<file path="src/rtl/spi_master_arbiter.sv">
// Round-robin arbiter sharing one SPI master between NUM_REQ requesters.
// One SPI transaction per grant; completion or timeout is reported to the owner.
module spi_master_arbiter #(
  parameter int NUM_REQ        = 2,
  parameter int TIMEOUT_CYCLES = 4096
) (
  input  logic                   clk,
  input  logic                   rst,
  input  logic [NUM_REQ-1:0]     req_valid,
  input  logic [NUM_REQ*16-1:0]  req_cmd,
  input  logic [NUM_REQ*16-1:0]  req_wdata,
  output logic [NUM_REQ-1:0]     req_ack,
  output logic [NUM_REQ-1:0]     req_done,
  output logic [NUM_REQ-1:0]     req_err,
  output logic [15:0]            req_rdata,
  output logic [2:0]             owner,
  output logic                   arb_busy,
  output logic                   m_start_tx,
  output logic [15:0]            m_cmd_packet,
  output logic [15:0]            m_data_wr,
  input  logic                   m_spi_busy,
  input  logic                   m_tx_done,
  input  logic [15:0]            m_data_rd
);

  localparam int CW = $clog2(TIMEOUT_CYCLES) + 1;
  localparam logic [CW-1:0] LIMIT = CW'(TIMEOUT_CYCLES - 1);

  if (NUM_REQ < 2 || NUM_REQ > 8) begin : g_bad_num_req
    $error("NUM_REQ must be in 2..8");
  end

  typedef enum logic [2:0] {
    S_IDLE,
    S_ISSUE,
    S_WAIT,
    S_DONE,
    S_ERR
  } state_t;

  state_t          state;
  logic [2:0]      ptr;
  logic [CW-1:0]   cnt;

  logic            hit;
  logic [2:0]      sel;
  logic [2:0]      pos;
  logic [2:0]      nxt_ptr;
  logic [15:0]     cmd_sel;
  logic [15:0]     wdata_sel;
  logic [NUM_REQ-1:0] sel_oh;
  logic [NUM_REQ-1:0] own_oh;

  function automatic logic [2:0] wrap(input logic [3:0] v);
    return (v >= 4'(NUM_REQ)) ? 3'(v - 4'(NUM_REQ)) : v[2:0];
  endfunction

  // First valid requester scanning ptr, ptr+1, ... modulo NUM_REQ.
  always_comb begin
    hit = 1'b0;
    sel = '0;
    pos = '0;
    for (int j = 0; j < NUM_REQ; j++) begin
      pos = wrap({1'b0, ptr} + 4'(j));
      for (int k = 0; k < NUM_REQ; k++) begin
        if (!hit && pos == 3'(k) && req_valid[k]) begin
          hit = 1'b1;
          sel = pos;
        end
      end
    end
  end

  always_comb begin
    cmd_sel   = '0;
    wdata_sel = '0;
    sel_oh    = '0;
    own_oh    = '0;
    for (int j = 0; j < NUM_REQ; j++) begin
      if (sel == 3'(j)) begin
        cmd_sel   = req_cmd[16*j +: 16];
        wdata_sel = req_wdata[16*j +: 16];
        sel_oh[j] = 1'b1;
      end
      if (owner == 3'(j)) begin
        own_oh[j] = 1'b1;
      end
    end
  end

  assign nxt_ptr = wrap({1'b0, owner} + 4'd1);

  always_ff @(posedge clk) begin
    if (rst) begin
      state        <= S_IDLE;
      ptr          <= '0;
      cnt          <= '0;
      req_ack      <= '0;
      req_done     <= '0;
      req_err      <= '0;
      req_rdata    <= '0;
      owner        <= '0;
      arb_busy     <= 1'b0;
      m_start_tx   <= 1'b0;
      m_cmd_packet <= '0;
      m_data_wr    <= '0;
    end else begin
      m_start_tx <= 1'b0;
      req_ack    <= '0;
      req_done   <= '0;
      req_err    <= '0;
      unique case (state)
        S_IDLE: begin
          if (hit && !m_spi_busy) begin
            owner        <= sel;
            m_cmd_packet <= cmd_sel;
            m_data_wr    <= wdata_sel;
            m_start_tx   <= 1'b1;
            req_ack      <= sel_oh;
            arb_busy     <= 1'b1;
            state        <= S_ISSUE;
          end
        end
        S_ISSUE: begin
          cnt   <= '0;
          state <= S_WAIT;
        end
        S_WAIT: begin
          if (cnt != '1) begin
            cnt <= cnt + 1'b1;
          end
          // A tx_done on the limit cycle still completes normally.
          if (m_tx_done) begin
            req_rdata <= m_data_rd;
            req_done  <= own_oh;
            state     <= S_DONE;
          end else if (cnt == LIMIT) begin
            req_err <= own_oh;
            state   <= S_ERR;
          end
        end
        S_DONE, S_ERR: begin
          ptr      <= nxt_ptr;
          arb_busy <= 1'b0;
          state    <= S_IDLE;
        end
        default: begin
          state <= S_IDLE;
        end
      endcase
    end
  end

endmodule

</file>
<file path="config.mk">
export PLATFORM = sky130hd
export DESIGN_NAME = spi_master_arbiter
export DESIGN_NICKNAME = d
export VERILOG_FILES = /design/src/rtl/spi_master_arbiter.sv
export SDC_FILE = /design/constraint.sdc
export NUM_CORES = 1
export LEC_CHECK = 0
export BUFFER_PORTS_ARGS = -buffer_cell sky130_fd_sc_hd__buf_2
export CAP_MARGIN = 30
export CORE_MARGIN = 3
export CORE_UTILIZATION = 43
export DETAILED_ROUTE_END_ITERATION = 10
export HOLD_SLACK_MARGIN = 0.15
export PLACE_DENSITY = 0.76
export SYNTH_ARGS = -nofsm -noshare
export SYNTH_HDL_FRONTEND = slang
export SYNTH_SLANG_ARGS = --single-unit
</file>
<file path="constraint.sdc">
create_clock -name clk -period 2.2 [get_ports clk]
set_clock_uncertainty 0.2 [all_clocks]
set_input_delay 0.44 -clock clk [delete_from_list [all_inputs] [get_ports clk]]
set_output_delay 0.44 -clock clk [all_outputs]
set_load 0.01 [all_outputs]
</file>
### Word level (Yosys, flattened, before mapping)

Index checks and enable logic that the tools add are counted.

* register bits after elaboration: 78
* input bits: 86
* logic and storage cells: 96

* add/subtract/negate cells: 6
* order comparisons: 3
* equal/unequal tests: 13
* mux-type cells: 28
* bitwise gates (word level): 5
* reduce and logical (&&, ||, !) cells: 29

Operator list (number)
* 16-bit 2-to-1 mux: 4
* 3-bit 2-to-1 mux: 10
* 13-bit case mux with 2 select lines: 1
* 3-bit by 1-bit == test with 1-bit output, second input constant: 5
* 3-bit logical NOT: 5
* 13-bit by 1-bit adder with 13-bit output, second input constant: 1
* 13-bit by 12-bit == test with 1-bit output, second input constant: 1
* 13-bit 2-to-1 mux: 1
* 13-bit != test, second input constant: 1
* 1-bit 2-to-1 mux: 10
* 2-bit AND reduction: 5
* 3-bit case mux with 3 select lines: 1
* 3-bit by 2-bit subtractor with 3-bit output, second input constant: 3
* 3-bit by 1-bit adder with 4-bit output, second input constant: 2
* 4-bit by 2-bit greater-or-equal comparator with 1-bit output, second input constant: 2
* 1-bit logical AND: 8
* 3-bit by 2-bit == test with 1-bit output, second input constant: 2
* 3-bit OR reduction: 2
* 1-bit NOT: 5
* 1-bit logical NOT: 4
* 2-bit != test, second input constant: 2
* 2-bit nonzero test: 2
* 2-bit OR reduction: 2
* 4-bit OR reduction: 1
* other kinds (4): 4

### Logic depth before layout (Yosys ltp)

Gate-level depths: netlist of the first run.

* word-level depth: 20
* gate-level depth with buffers: 9
* depth with buffers taken out: 7

### Worst setup path after synthesis of the first run

No wires, ideal clock.

* kind: flip-flop to flip-flop
* start: register ptr[0]
* end: register m_cmd_packet[0]
* setup time: 0.127 ns
* arrival: 1.969 ns
* required time: 1.873 ns
* path slack: -0.096 ns
* cell stages (with the launch flop): 9
* period minus slack after synthesis: 2.296 ns
* cell sequence: dfxtp_1 > ha_1 > or3_1 > nand3_1 > o41a_1 > buf_4 > buf_2 > mux2i_1 > o2bb2ai_1

* cells in the longest elaborated chain, start to end: 20
* elaborated cells on any way between the ends: 35
* those cells by class: add/sub: 3; order compare: 2; eq/ne: 3; mux: 12; reduce/logical: 15

Ends and longest elaborated chain
* start: declaration: line 42 `logic [2:0] ptr;`
* start signal: assignment: line 143 `ptr <= nxt_ptr;`
* 3-bit by 2-bit subtractor with 3-bit output / 3-bit by 2-bit greater-or-equal comparator with 1-bit output (equally long branches): line 55 `return (v >= 4'(NUM_REQ)) ? 3'(v - 4'(NUM_REQ)) : v[2:0];`
* 3-bit 2-to-1 mux: line 55
* 3-bit logical NOT: line 66 `if (!hit && pos == 3'(k) && req_valid[k]) begin`
* 1-bit logical AND: line 66
* 1-bit 2-to-1 mux: line 66
* 1-bit logical NOT: line 66
* 1-bit logical AND (2 in series): line 66
* 1-bit 2-to-1 mux: line 66
* 1-bit logical NOT: line 66
* 1-bit logical AND (2 in series): line 66
* 1-bit 2-to-1 mux: line 66
* 1-bit logical NOT: line 66
* 1-bit logical AND (2 in series): line 66
* 3-bit 2-to-1 mux: line 66
* 3-bit logical NOT: line 80 `if (sel == 3'(j)) begin`
* 16-bit 2-to-1 mux (2 in series): line 80
* end signal: assignment: line 116 `m_cmd_packet <= cmd_sel;`
* end: declaration: line 19 `output logic [15:0] m_cmd_packet,`

Several ways; a longest one is shown, not always the timed one.
A chain may end at the register's enable or synchronous reset.

### Final worst setup path of the first run

* start: register ptr[1]
* end: register m_data_wr[2]

* cells in the longest elaborated chain, start to end: 20
* elaborated cells on any way between the ends: 35
* those cells by class: add/sub: 3; order compare: 2; eq/ne: 3; mux: 12; reduce/logical: 15

Ends and longest elaborated chain
* 3-bit by 2-bit subtractor with 3-bit output / 3-bit by 2-bit greater-or-equal comparator with 1-bit output (equally long branches): line 55
* 3-bit 2-to-1 mux: line 55
* 3-bit logical NOT: line 66
* 1-bit logical AND: line 66
* 1-bit 2-to-1 mux: line 66
* 1-bit logical NOT: line 66
* 1-bit logical AND (2 in series): line 66
* 1-bit 2-to-1 mux: line 66
* 1-bit logical NOT: line 66
* 1-bit logical AND (2 in series): line 66
* 1-bit 2-to-1 mux: line 66
* 1-bit logical NOT: line 66
* 1-bit logical AND (2 in series): line 66
* 3-bit 2-to-1 mux: line 66
* 3-bit logical NOT: line 80
* 16-bit 2-to-1 mux (2 in series): line 80
* end signal: assignment: line 117 `m_data_wr <= wdata_sel;`
* end: declaration: line 20 `output logic [15:0] m_data_wr,`

Several ways; a longest one is shown, not always the timed one.

==> results list, run 1 <==
- Maximum buffer depth of the clock tree: 2
- Data on the critical path is required at its endpoint by 2.23 ns.
* Core region area: 7408 sq um
* Mean instance size in the synthesized netlist: 9.761 sq um
- The number of hold violations in the final report is 0.
- The worst register-to-register path has a setup slack of -0.02 ns.
- Number of standard-cell rows in the floorplan: 31
- Setup repair after global routing could not meet its margin everywhere.
- Run status: complete, but fails checks
- Min Tclk post-route: 2.215 ns
- Post-layout worst setup margin: -0.01505 ns
* Leakage: 2.287 nW
- Biggest cell delay along the critical path: 0.34 ns
- Counting every instance in the synthesized netlist gives 342.
- CP arrival: 2.25 ns
- The number of antenna diodes in the final layout is 0.
- Setup violations remaining at the end of the flow were counted as 8.
* Via density per instance: 5.080
* Pin count of the biggest net entering global routing: 28
* Cell variety after synth: 46
- Internal Dissipation: 2.195 mW
- Vias: 3241
- Synthesized-area fraction occupied by xor and xnor cells: 2.624%
* Compound-cell area share of the yosys netlist: 18.67%
* Post-synthesis share of cell area spent on and, or, nand and nor gates: 15.33%
* TritonCTS clock tree: built
- Routability cong.: 0.8047
* Proportion of synthesized chip area in sequential cells: 46.78%
- Clock tree synthesis selected as its root buffer the cell clkbuf_8.
* Final Max Tran Viols: 0
- Summed area of non-filler cells in the final layout: 4965 sq um
- Combinational cells account for 18.5% of the total power.
- Category of the critical setup timing path: reg2reg
- Min-Delay Path Class: in2reg
- Fraction of final layout cells sized beyond drive strength 1: 39.52%
* Sink count of the clock tree: 78
- # IOs: 145
* Standard cell with the maximum stage delay on the critical path: dfxtp_2
- Width of the die: 94.11 microns
- Count of filler cells inserted in the layout: 560
- The final critical path takes up 100.7% of the cycle.
- Critical path fanouts, max: 7
- In this run, synthesis inferred 0 flip-flops with an integrated enable.
- Part of the power in the clock network: 31.5%
* Port bufs: 144
* Startpoint type of the worst setup path: register
- In this run the power density over the cells is 616.0 nW/um^2.
- The Yosys step of the flow raised 0 warnings.
- Wirelength per Cell: 15.15 microns
* DP Area: 4259 sq um
- Initial core utilization: 45.06%
- Detailed placement finished with a half-perimeter wire length of 6.279 mm.
* Launch point of the worst hold path: req_wdata[20]
- The H-tree generated during clock tree synthesis spans 3 levels.
- Psw: 0.8634 mW
* Sequential share of power: 50.0%
- After synthesis, the share of flip-flops with an asynchronous set or reset is 0%.
* Post-synth top flop: dfxtp_1
* Max-cap violations: 0
- Initial antenna violation count: 0
- Reg2Reg Launch Point: ptr[1]
* Cell type with the highest occurrence count on the critical path: buf_12
* Count of nets after finishing: 626
- For the pin with the worst max-slew slack, the measured transition is 0.5290 ns.
- The worst register-to-register path has a depth of 9.
- Critical Path, Cell by Cell: inv_2 -> ha_4 -> o31a_1 -> a2111oi_4 -> buf_4 -> a21oi_4 -> buf_12 -> buf_12 -> o2bb2ai_1
* Pre-CTS worst setup slack: -0.06675 ns
- The via count of the first global-routing pass is 3239.
- Total length of routed wires: 9.663 mm
* Number of buffers inserted during clock tree synthesis: 9
* Clock latency on the worst-skew pair: 0.34 ns
- In this run the critical register-to-register path is captured at m_data_wr[2].
- Number of violations reported at the end of detailed-routing iteration 0: 118
- All-layer global routing usage: 20.76%
- In this run the cell area of the synthesized design comes to 3338 sq um.
- Violated checks: negative setup slack
- IR analysis of the VDD net gives a maximum drop of 0.3284 mV.
* Congestion Overflow GR: 0
* Clock transition at the registers of the reported paths: 0.09 ns
- Worst hold endpoint: m_data_wr[4]
- From synthesis to final layout, the design area changed by 48.73%.
- Syn Nets: 434
* Adder-cell area share of the yosys netlist: 2.249%
* Overall die area: 8857 sq um
- Chip Height: 94.11 microns
- The pre-antenna-repair detailed-routing pass consisted of 4 iterations.
- Headroom to the max-slew limit came out at 64.73%.
- After detailed routing, the number of remaining DRC violations is 0.
- Flip-flop and latch count after synthesis: 78
* Proportion of total power due to net switching: 28.23%
- Measured against the total synthesized area, the mux share comes to 10.53%.
* Fmax: 451.5 MHz
- Largest family of logic cells by synthesized area: compound AO/OA/AOI/OAI gates
* First-pass GRT wire length: 14.70 mm
* Critical path capture point type: register
- Detail Route Antenna Nets: 0
* Hold path cells: 3
[cell families (layout without fill, tap and decap cells)]
| family | Yosys count | in the layout |
|---|---|---|
| fa+ha+maj | 6 | 6 |
| flops | 78 | 78 |
| xor+xnor | 10 | 10 |
| compound gates | 81 | 81 |
| mux | 35 | 35 |
| buf+inv | 30 | 227 |
| simple gates | 102 | 102 |
[cells in the final DEF (no fill, tap or decap), types with 3 or more instances in the layout]
master and instances:
buf_4 19, a211oi_2 3, ha_1 4, mux2i_1 34, xor2_1 3, dlygate4sd3_1 30, dfxtp_1 75, inv_1 6
a21oi_1 25, xnor2_1 7, o211ai_1 3, nor2b_1 3, nor2_1 20, o2bb2ai_2 4, inv_2 3, a211oi_1 6
nand2_1 43, buf_2 144, clkbuf_8 9, and2_1 3, nand3_1 4, buf_12 4, o2bb2ai_1 29
[cells in the mapped netlist, types with 2 or more instances]
cell type	number	area, sq um
inv_1	8	30.03
nand4_1	2	12.51
nor3b_1	2	15.01
dfxtp_1	78	1562
or3_1	3	18.77
o211ai_1	3	22.52
a211oi_1	6	45.04
buf_4	2	15.01
xor2_1	3	26.28
nor3_1	2	10.01
mux2i_1	34	340.3
nand3b_1	2	15.01
nand2_1	43	161.4
and2_1	4	25.02
nand2b_1	2	12.51
o2bb2ai_1	33	289.0
and3_1	2	12.51
or3b_1	2	17.52
o21ai_1	3	15.01
a21oi_1	25	125.1
nor2_1	20	75.07
buf_2	6	30.03
ha_1	6	75.07
nor4b_1	2	17.52
nand3_1	5	25.02
a211oi_2	3	37.54
clkbuf_1	13	48.80
nor2b_1	3	18.77
and3b_1	2	17.52
xnor2_1	7	61.31
[flip-flops by register name (all words and copies together) (netlist names), 3 cells and up]
register and cells:
m_data_wr 16, ptr 3, m_cmd_packet 16, owner 3, req_rdata 16, cnt 13
state 3
[repair_timing]
| action | 4_1_cts | 5_1_grt |
|---|---|---|
| pin swaps | 2 | 5 |
| resized for setup | 7 | 16 |
| cloned | 1 | 1 |
| hold endpoints to repair | 26 | 0 |
| endpoints found under the setup margin | 34 | 38 |
| hold buffers | 30 | 0 |
| buffers inserted | 2 | 5 |
[worst max path at each step]
stage	from	to	cells past startpoint
3_5_place_dp	ptr[1]	m_data_wr[7]	8
5_1_grt	ptr[1]	m_data_wr[2]	9
2_1_floorplan	ptr[1]	m_cmd_packet[0]	9
3_3_place_gp	ptr[1]	m_data_wr[5]	8
6_report	ptr[1]	m_data_wr[2]	9
4_1_cts	ptr[1]	m_data_wr[7]	9
[per-layer routing]
layer | GRT usage [%] | part of all wire [%] | vias up
met5 | 0 | 0 | -
li1 | - | - | 1606
met2 | 35.78 | 52 | 83
met4 | 8.544 | 1.9 | 0
met3 | 3.846 | 4.1 | 17
met1 | 25.27 | 42 | 1535
[final cells by class]
| class | instances | area [sq um] | share of cell area (%) |
|---|---|---|---|
| multi-input combinational | 234 | 1732 | 34.88 |
| clock inverter | 6 | 46.29 | 0.9325 |
| tap | 99 | 123.9 | 2.495 |
| sequential | 78 | 1568 | 31.58 |
| inverter | 9 | 33.78 | 0.6804 |
| timing repair buffer | 202 | 1334 | 26.86 |
| clock buffer | 10 | 127.6 | 2.571 |
[through the flow]
step	utilization (%)	setup TNS [ns]	power [mW]	cells	hold slack, ns
floorplan	-	0	1.804	342	0.2794
global placement	57.49	0	2.003	583	0.2398
detailed placement	57.49	-0.8558	2.014	583	0.2412
CTS	64.92	0	3.045	632	0.1510
global route	67.02	-2.273	3.184	638	0.1641
finish	67.02	-0.06537	3.058	638	0.1639
[power by group through the flow]
| stage | logic, mW | registers (mW) | clock network (mW) |
|---|---|---|---|
| detailed placement | 0.457 | 1.56 | 0 |
| global placement | 0.447 | 1.56 | 0 |
| CTS | 0.524 | 1.53 | 0.995 |
| global route | 0.607 | 1.54 | 1.04 |
| floorplan | 0.219 | 1.59 | 0 |
| finish | 0.565 | 1.53 | 0.964 |
[worst max-delay path: cells and delay by family (launching register included)]
family                     cells  cell delay (ns)
AOI/OAI and AO/OA              4             0.77
buffers and inverters          4             0.54
DFF                            1             0.34
adders and majority gates      1             0.25
(Power assumes the default switching activity.)
==> run 2: changes to the inputs <==
--- a/config.mk
+++ b/config.mk
@@ -7,11 +7,12 @@
 export LEC_CHECK = 0
 export BUFFER_PORTS_ARGS = -buffer_cell sky130_fd_sc_hd__buf_2
 export CAP_MARGIN = 30
-export CORE_MARGIN = 3
 export CORE_UTILIZATION = 43
 export DETAILED_ROUTE_END_ITERATION = 10
 export HOLD_SLACK_MARGIN = 0.15
+export MAX_ROUTING_LAYER = met4
 export PLACE_DENSITY = 0.76
+export SKIP_CTS_REPAIR_TIMING = 1
 export SYNTH_ARGS = -nofsm -noshare
 export SYNTH_HDL_FRONTEND = slang
 export SYNTH_SLANG_ARGS = --single-unit
==> run 2 against run 1 <==
Against the previous run:
- wire length rose by 0.87%
- sequential power barely moved
- critical endpoint is now m_data_wr[15]
- non-clock buffer count fell by 15
- die area fell by 8.3%
- core utilization rose by 1.5 points
- highest routed layer unchanged
- setup slack got worse by 0.028 ns
- largest power group unchanged
- flip-flop and latch count did not move
- clock power rose by 26%
- the flow still finishes with violations (negative setup slack)
- largest cell class unchanged
- final area rose by 1.7%
- critical path depth did not move
==> results list, run 2 (synthesis results as in run 1) <==
- The run finished, with violations left.
- Violated checks: negative setup slack
* Initial core utilization: 45.30%
- The number of antenna violations at the first check in global routing is 0.
- The floorplan step defined a die boundary enclosing 8120 sq um.
- The number of antenna diodes in the final layout is 0.
* Count of nets after finishing: 611
* Final core area utilization: 68.54%
- Once placement completed, the tool counted placed cells totaling 582.
- Htree depth: 3
- Setup slack on the critical path of the routed design comes to -0.04327 ns.
- Clock transition at the registers of the reported paths: 0.09 ns
* Pre-antenna DRT Iters: 4
- In this run the tool buffered the top-level ports with 144 buffer cells.
* Maximum buffer depth of the clock tree: 2
- Vias in the first global route: 2911
- Setup violations remaining at the end of the flow were counted as 25.
* Fin Hold WS: 0.1589 ns
- Final Max Tran Viols: 0
* Final-report hold violation count: 0
- Actual transition at the worst max-transition pin: 0.5664 ns
- Global routing consumed, over all layers together, 20.24% of the routing resources.
* Tot Pwr: 3.346 mW
* Non-filler cells in the finished layout: 623
- Fmax: 445.8 MHz
* CP arrival: 2.29 ns
- Pin count of the biggest net entering global routing: 29
- Once detail routing completed, the nets flagged for antenna violations numbered 0.
- After detailed routing, the average wire length per cell comes to 15.65 microns.
- RSZ-0062 raised after global routing: yes
* Synthesis-to-finish area growth: 51.31%
- After detailed routing, the total wire length is 9.747 mm.
- Summing over every cut layer, the via total after detailed routing is 3250.
- In this run the worst hold path is classified as in2reg.
- Category of the critical setup timing path: reg2reg
* Commonest cells after routing, fill and taps aside: buf_2 (144), dfxtp_1 (76), nand2_1 (43)
- During I/O placement, the number of pins put on the boundary was 145.
- Routability-driven placement finished with a final weighted congestion of 0.8170.
* Final clock period utilization by the worst path: 102.0%
- Number of standard-cell rows in the floorplan: 31
- Number of violations reported at the end of detailed-routing iteration 0: 141
* Commonest non-fill, non-tap cell in the layout: buf_2
- The clock network accounts for 36.1% of the total power.
* Clock latency on the worst-skew pair: 0.34 ns
* Sequential share of power: 45.8%
- DP Area: 4264 sq um
- Pre-CTS worst setup slack: -0.05553 ns
- Power spread over the standard cell area amounts to 662.4 nW/um^2.
- Critical path capture point type: register
- Width of the die: 90.11 microns
* Min Tclk post-route: 2.243 ns
* Critical path fanouts, max: 7
* TritonCTS clock tree: built
- DR DRC count: 0
* Chip Height: 90.11 microns
- Final HPWL from detailed placement: 5.840 mm
- Via density per instance: 5.217
- The worst pin sits at a relative slew slack of 62.24%.
* Proportion of total power due to net switching: 27.24%
- Critical Path, Cell by Cell: buf_6 -> ha_2 -> inv_2 -> o31a_1 -> a2111oi_4 -> buf_4 -> a21oi_4 -> clkbuf_16 -> o2bb2ai_1
- The clock drives 78 sinks.
* Psw: 0.9115 mW
* Combinational Power Share: 18.2%
* Internal Dissipation: 2.434 mW
* Standard cell with the maximum stage delay on the critical path: dfxtp_4
* Fraction of final layout cells sized beyond drive strength 1: 45.80%
- Core region area: 7370 sq um
* Number of buffers inserted during clock tree synthesis: 9
- Library cell used as clock root buffer: clkbuf_8
- The largest registers in the layout are m_cmd_packet: 16 flops, m_data_wr: 16 flops, req_rdata: 16 flops.
- The worst setup path is launched from a register.
- Summed area of non-filler cells in the final layout: 5051 sq um
- Total negative setup slack: -0.4518 ns
* First-pass GRT wire length: 13.10 mm
* Congestion Overflow GR: 0
* Largest vdd supply drop: 0.4040 mV
- Across the run, the number of max-cap violations was 0.
* Biggest cell delay along the critical path: 0.37 ns
- Leakage: 2.286 nW
- Critical path required time: 2.24 ns
## run 2: cell type report
cell class / count / area (sq um)
tap: 99 / 123.9
timing repair buffer: 187 / 1196
clock inverter: 7 / 97.59
inverter: 9 / 33.78
clock buffer: 9 / 123.9
multi-input combinational: 234 / 1909
sequential: 78 / 1567
fill: 537 / 2318
## run 2: routing by layer
metal | wire (microns) | track usage (%) | share of wire (%) | vias up
li1 | - | - | - | 1583
met3 | 304 | 4.315 | 3.1 | 25
met4 | 258 | 8.199 | 2.6 | 0
met5 | 0 | - | 0 | -
met1 | 4265 | 24.37 | 44 | 1549
met2 | 4918 | 32.95 | 50 | 93
## run 2: path summary, 6_finish.rpt
path,startpoint,slack [ns],end,cells after the start
min reg2reg,req_rdata[9],0.25,req_rdata[9],2
max reg2reg,ptr[0],-0.04,m_data_wr[15],9
min,req_cmd[21],0.16,m_cmd_packet[5],3
max,ptr[0],-0.04,m_data_wr[15],9
## run 2: critical path: cells and delay by family, from the launching register on
kind,cells,cell delay (ns)
compound gates,4,0.78
flops,1,0.37
buf+inv,4,0.56
fa+ha+maj,1,0.19
## run 2: power groups by stage
| stage | clock network (mW) | registers (mW) | logic [mW] |
|---|---|---|---|
| final | 1.21 | 1.53 | 0.607 |
| after global routing | 1.28 | 1.54 | 0.648 |
| after CTS | 1.22 | 1.52 | 0.464 |
| after detailed placement | 0 | 1.55 | 0.462 |
| after global placement | 0 | 1.55 | 0.453 |
| after floorplan | 0 | 1.59 | 0.219 |
==> run 3: changes to the inputs <==
--- a/config.mk
+++ b/config.mk
@@ -7,11 +7,11 @@
 export LEC_CHECK = 0
 export BUFFER_PORTS_ARGS = -buffer_cell sky130_fd_sc_hd__buf_2
 export CAP_MARGIN = 30
-export CORE_UTILIZATION = 43
+export CORE_UTILIZATION = 51
 export DETAILED_ROUTE_END_ITERATION = 10
 export HOLD_SLACK_MARGIN = 0.15
 export MAX_ROUTING_LAYER = met4
-export PLACE_DENSITY = 0.76
+export PLACE_DENSITY = 0.85
 export SKIP_CTS_REPAIR_TIMING = 1
 export SYNTH_ARGS = -nofsm -noshare
 export SYNTH_HDL_FRONTEND = slang
==> constraint.sdc (replaced) <==
create_clock -name clk -period 2.7 [get_ports clk]
set_clock_uncertainty 0.2 [all_clocks]
set_input_delay 0.54 -clock clk [delete_from_list [all_inputs] [get_ports clk]]
set_output_delay 0.54 -clock clk [all_outputs]
set_load 0.01 [all_outputs]
==> run 3 against run 2 <==
Against the previous run:
- the flow now finishes without violations
- total power decreased by 25%
- critical path type unchanged
- critical path depth decreased by 1
- core utilization decreased by 0.60 points
- largest power group unchanged
- clock-buffer cell count increased by 1
- cell count decreased by 10%
- non-clock buffer count decreased by 38
- maximum frequency decreased by 7.2%
- final area decreased by 15%
==> results list, run 3 (synthesis results as in run 1) <==
* Met3 WL post-DR: 305 microns
- Number of buffers inserted during clock tree synthesis: 9
- Chip Height: 82.91 microns
* Commonest cells after routing, fill and taps aside: buf_2 (144), dfxtp_1 (78), nand2_1 (43)
- In this run the clock root is driven by a clkbuf_8.
- Pre-antenna DRT Iters: 4
- Met2 wire length: 4.050 mm
* Count of filler cells inserted in the layout: 500
* Vias in the first global route: 2780
- Critical path required time: 2.74 ns
- The area growth from synthesis to layout is 29.24%.
- By startpoint and endpoint, the worst setup path is classified as reg2reg.
- The worst hold path belongs to the class in2reg.
- Setup violations remaining at the end of the flow were counted as 0.
* Leakage: 2.014 nW
- Final clock period utilization by the worst path: 89.51%
- Overall die area: 6873 sq um
- Max-cap violations in this run came to 0.
* Congestion Overflow GR: 0
- The final number of max-transition violations was 0.
* Clock latency on the worst-skew pair: 0.35 ns
* First-pass GRT wire length: 12.72 mm
* Reg-to-reg slack, setup: 0.28 ns
- Commonest non-fill, non-tap cell in the layout: buf_2
- The largest registers in the layout are m_cmd_packet: 16 flops, m_data_wr: 16 flops, req_rdata: 16 flops.
- The HPWL after detailed placement is 5.841 mm.
- Fmax: 413.8 MHz
- Port bufs: 144
- Once detail routing completed, the nets flagged for antenna violations numbered 0.
* Run status: finished, final reports clean
- For this design the ratio of total power to cell area is 582.6 nW/um^2.
* RSZ-0062 raised after global routing: no
- At the placement stage, the worst setup path has a slack of 0.2865 ns.
* Max Used Layer: met4
- The number of cells on the worst reg-to-reg path is 8.
* Terminus of the critical flop-to-flop path: owner[2]
- Width of the die: 82.91 microns
- Reg2Reg Launch Point: ptr[1]
* Actual transition at the worst max-transition pin: 0.5683 ns
* TritonCTS clock tree: built
- Along the worst path, the maximum fanout reaches 34.
- Diode insertion count for antenna repair: 0
* Sink count of the clock tree: 78
- After floorplanning, the core was divided into 29 placement rows.
- Largest vdd supply drop: 0.3925 mV
- Counting I/O delays and the setup requirement, the final critical path takes 2.417 ns.
- The number of hold violations in the final report came to 0.
- Startpoint type of the worst setup path: register
* End point of the critical path: owner[2]
- In the post-route analysis, the smallest setup slack over all paths is 0.2833 ns.
- The core region is 6350 sq um.
* # IOs: 145
- Initial antenna violation count: 0
* DR DRC count: 0
* Routability cong.: 0.8140
- Total negative setup slack: 0 ns
- CP arrival: 2.46 ns
* Wirelength per Cell: 14.12 microns
* Htree depth: 3
* Critical path capture point type: register
- Clock transition at the registers of the reported paths: 0.07 ns
- In this run the worst setup path begins at ptr[1].
- Wire length on met1: 3.484 mm
* Rel. slew slack: 62.02%
* Number of violations reported at the end of detailed-routing iteration 0: 122
- Total length of routed wires: 7.922 mm
- In the final design database the tool counted 573 nets.
- Fraction of final layout cells sized beyond drive strength 1: 35.74%
* Via density per instance: 5.335
- For this block, the via count after detailed routing is 2993.
- The initial utilization of the core area, before any placement, comes to 52.57%.
- Maximum buffer depth of the clock tree: 2
- All-layer global routing usage: 23.32%
- Entering global routing, the biggest net connects 35 pins.
run 3: changes by cell type in the layout (fill, tap and decap cells not counted), sizes merged:
| cell | delta |
|---|---|
| inv | -1 |
| clkinvlp | -2 |
| buf | -19 |
| clkbuf | -2 |
| dlygate4sd3 | -16 |
run 3: metrics by stage:
stage	power, mW	area [sq um]	instances	util, %	hold WS, ns
2_1_floorplan	1.468	3338	342	-	0.2794
3_3_place_gp	1.613	4113	547	64.77	0.2396
3_5_place_dp	1.627	4113	547	64.77	0.2433
4_1_cts	2.527	4314	561	67.94	0.2123
5_1_grt	2.601	4314	561	67.94	0.2180
6_report	2.513	4314	561	67.94	0.2208
run 3: worst max-delay path: stages (launching register included):
cell and delay (ns):
dfxtp_1 0.38, inv_1 0.09, ha_1 0.34, or3_1 0.13, nand3_1 0.13, a2111oi_4 0.47
a21oi_2 0.10, buf_4 0.27, and2_1 0.20
run 3: worst min-delay path by stage:
stage | from | to | depth (start not counted)
after global placement | m_data_wr[5] | m_data_wr[5] | 1
after global routing | m_data_rd[4] | req_rdata[4] | 3
after floorplan | cnt[11] | cnt[11] | 2
after CTS | m_data_rd[2] | req_rdata[2] | 3
final | m_data_rd[4] | req_rdata[4] | 3
after detailed placement | m_data_wr[14] | m_data_wr[14] | 1
run 3: final cells by class:
type / instances / area (sq um) / share of cell area (%)
Clock inverter: 4 / 73.82 / 1.711
Timing Repair Buffer: 149 / 770.7 / 17.87
Tap cell: 77 / 96.34 / 2.233
Sequential cell: 78 / 1562 / 36.19
Multi-Input combinational cell: 234 / 1650 / 38.25
Inverter: 9 / 33.78 / 0.7831
Clock buffer: 10 / 127.6 / 2.958
run 3: power by group:
part           internal [mW]  total [mW]  switching [mW]  leakage [nW]
Clock                  0.511       0.913           0.402         0.102
Combinational          0.168       0.355           0.187          1.28
Sequential              1.21        1.24          0.0358         0.634
run 3: routing by layer:
layer | track usage [%] | up-vias
li1 | - | 1501
met1 | 27.66 | 1413
met2 | 37.93 | 71
met3 | 5.467 | 8
met4 | 10.03 | 0
met5 | - | -
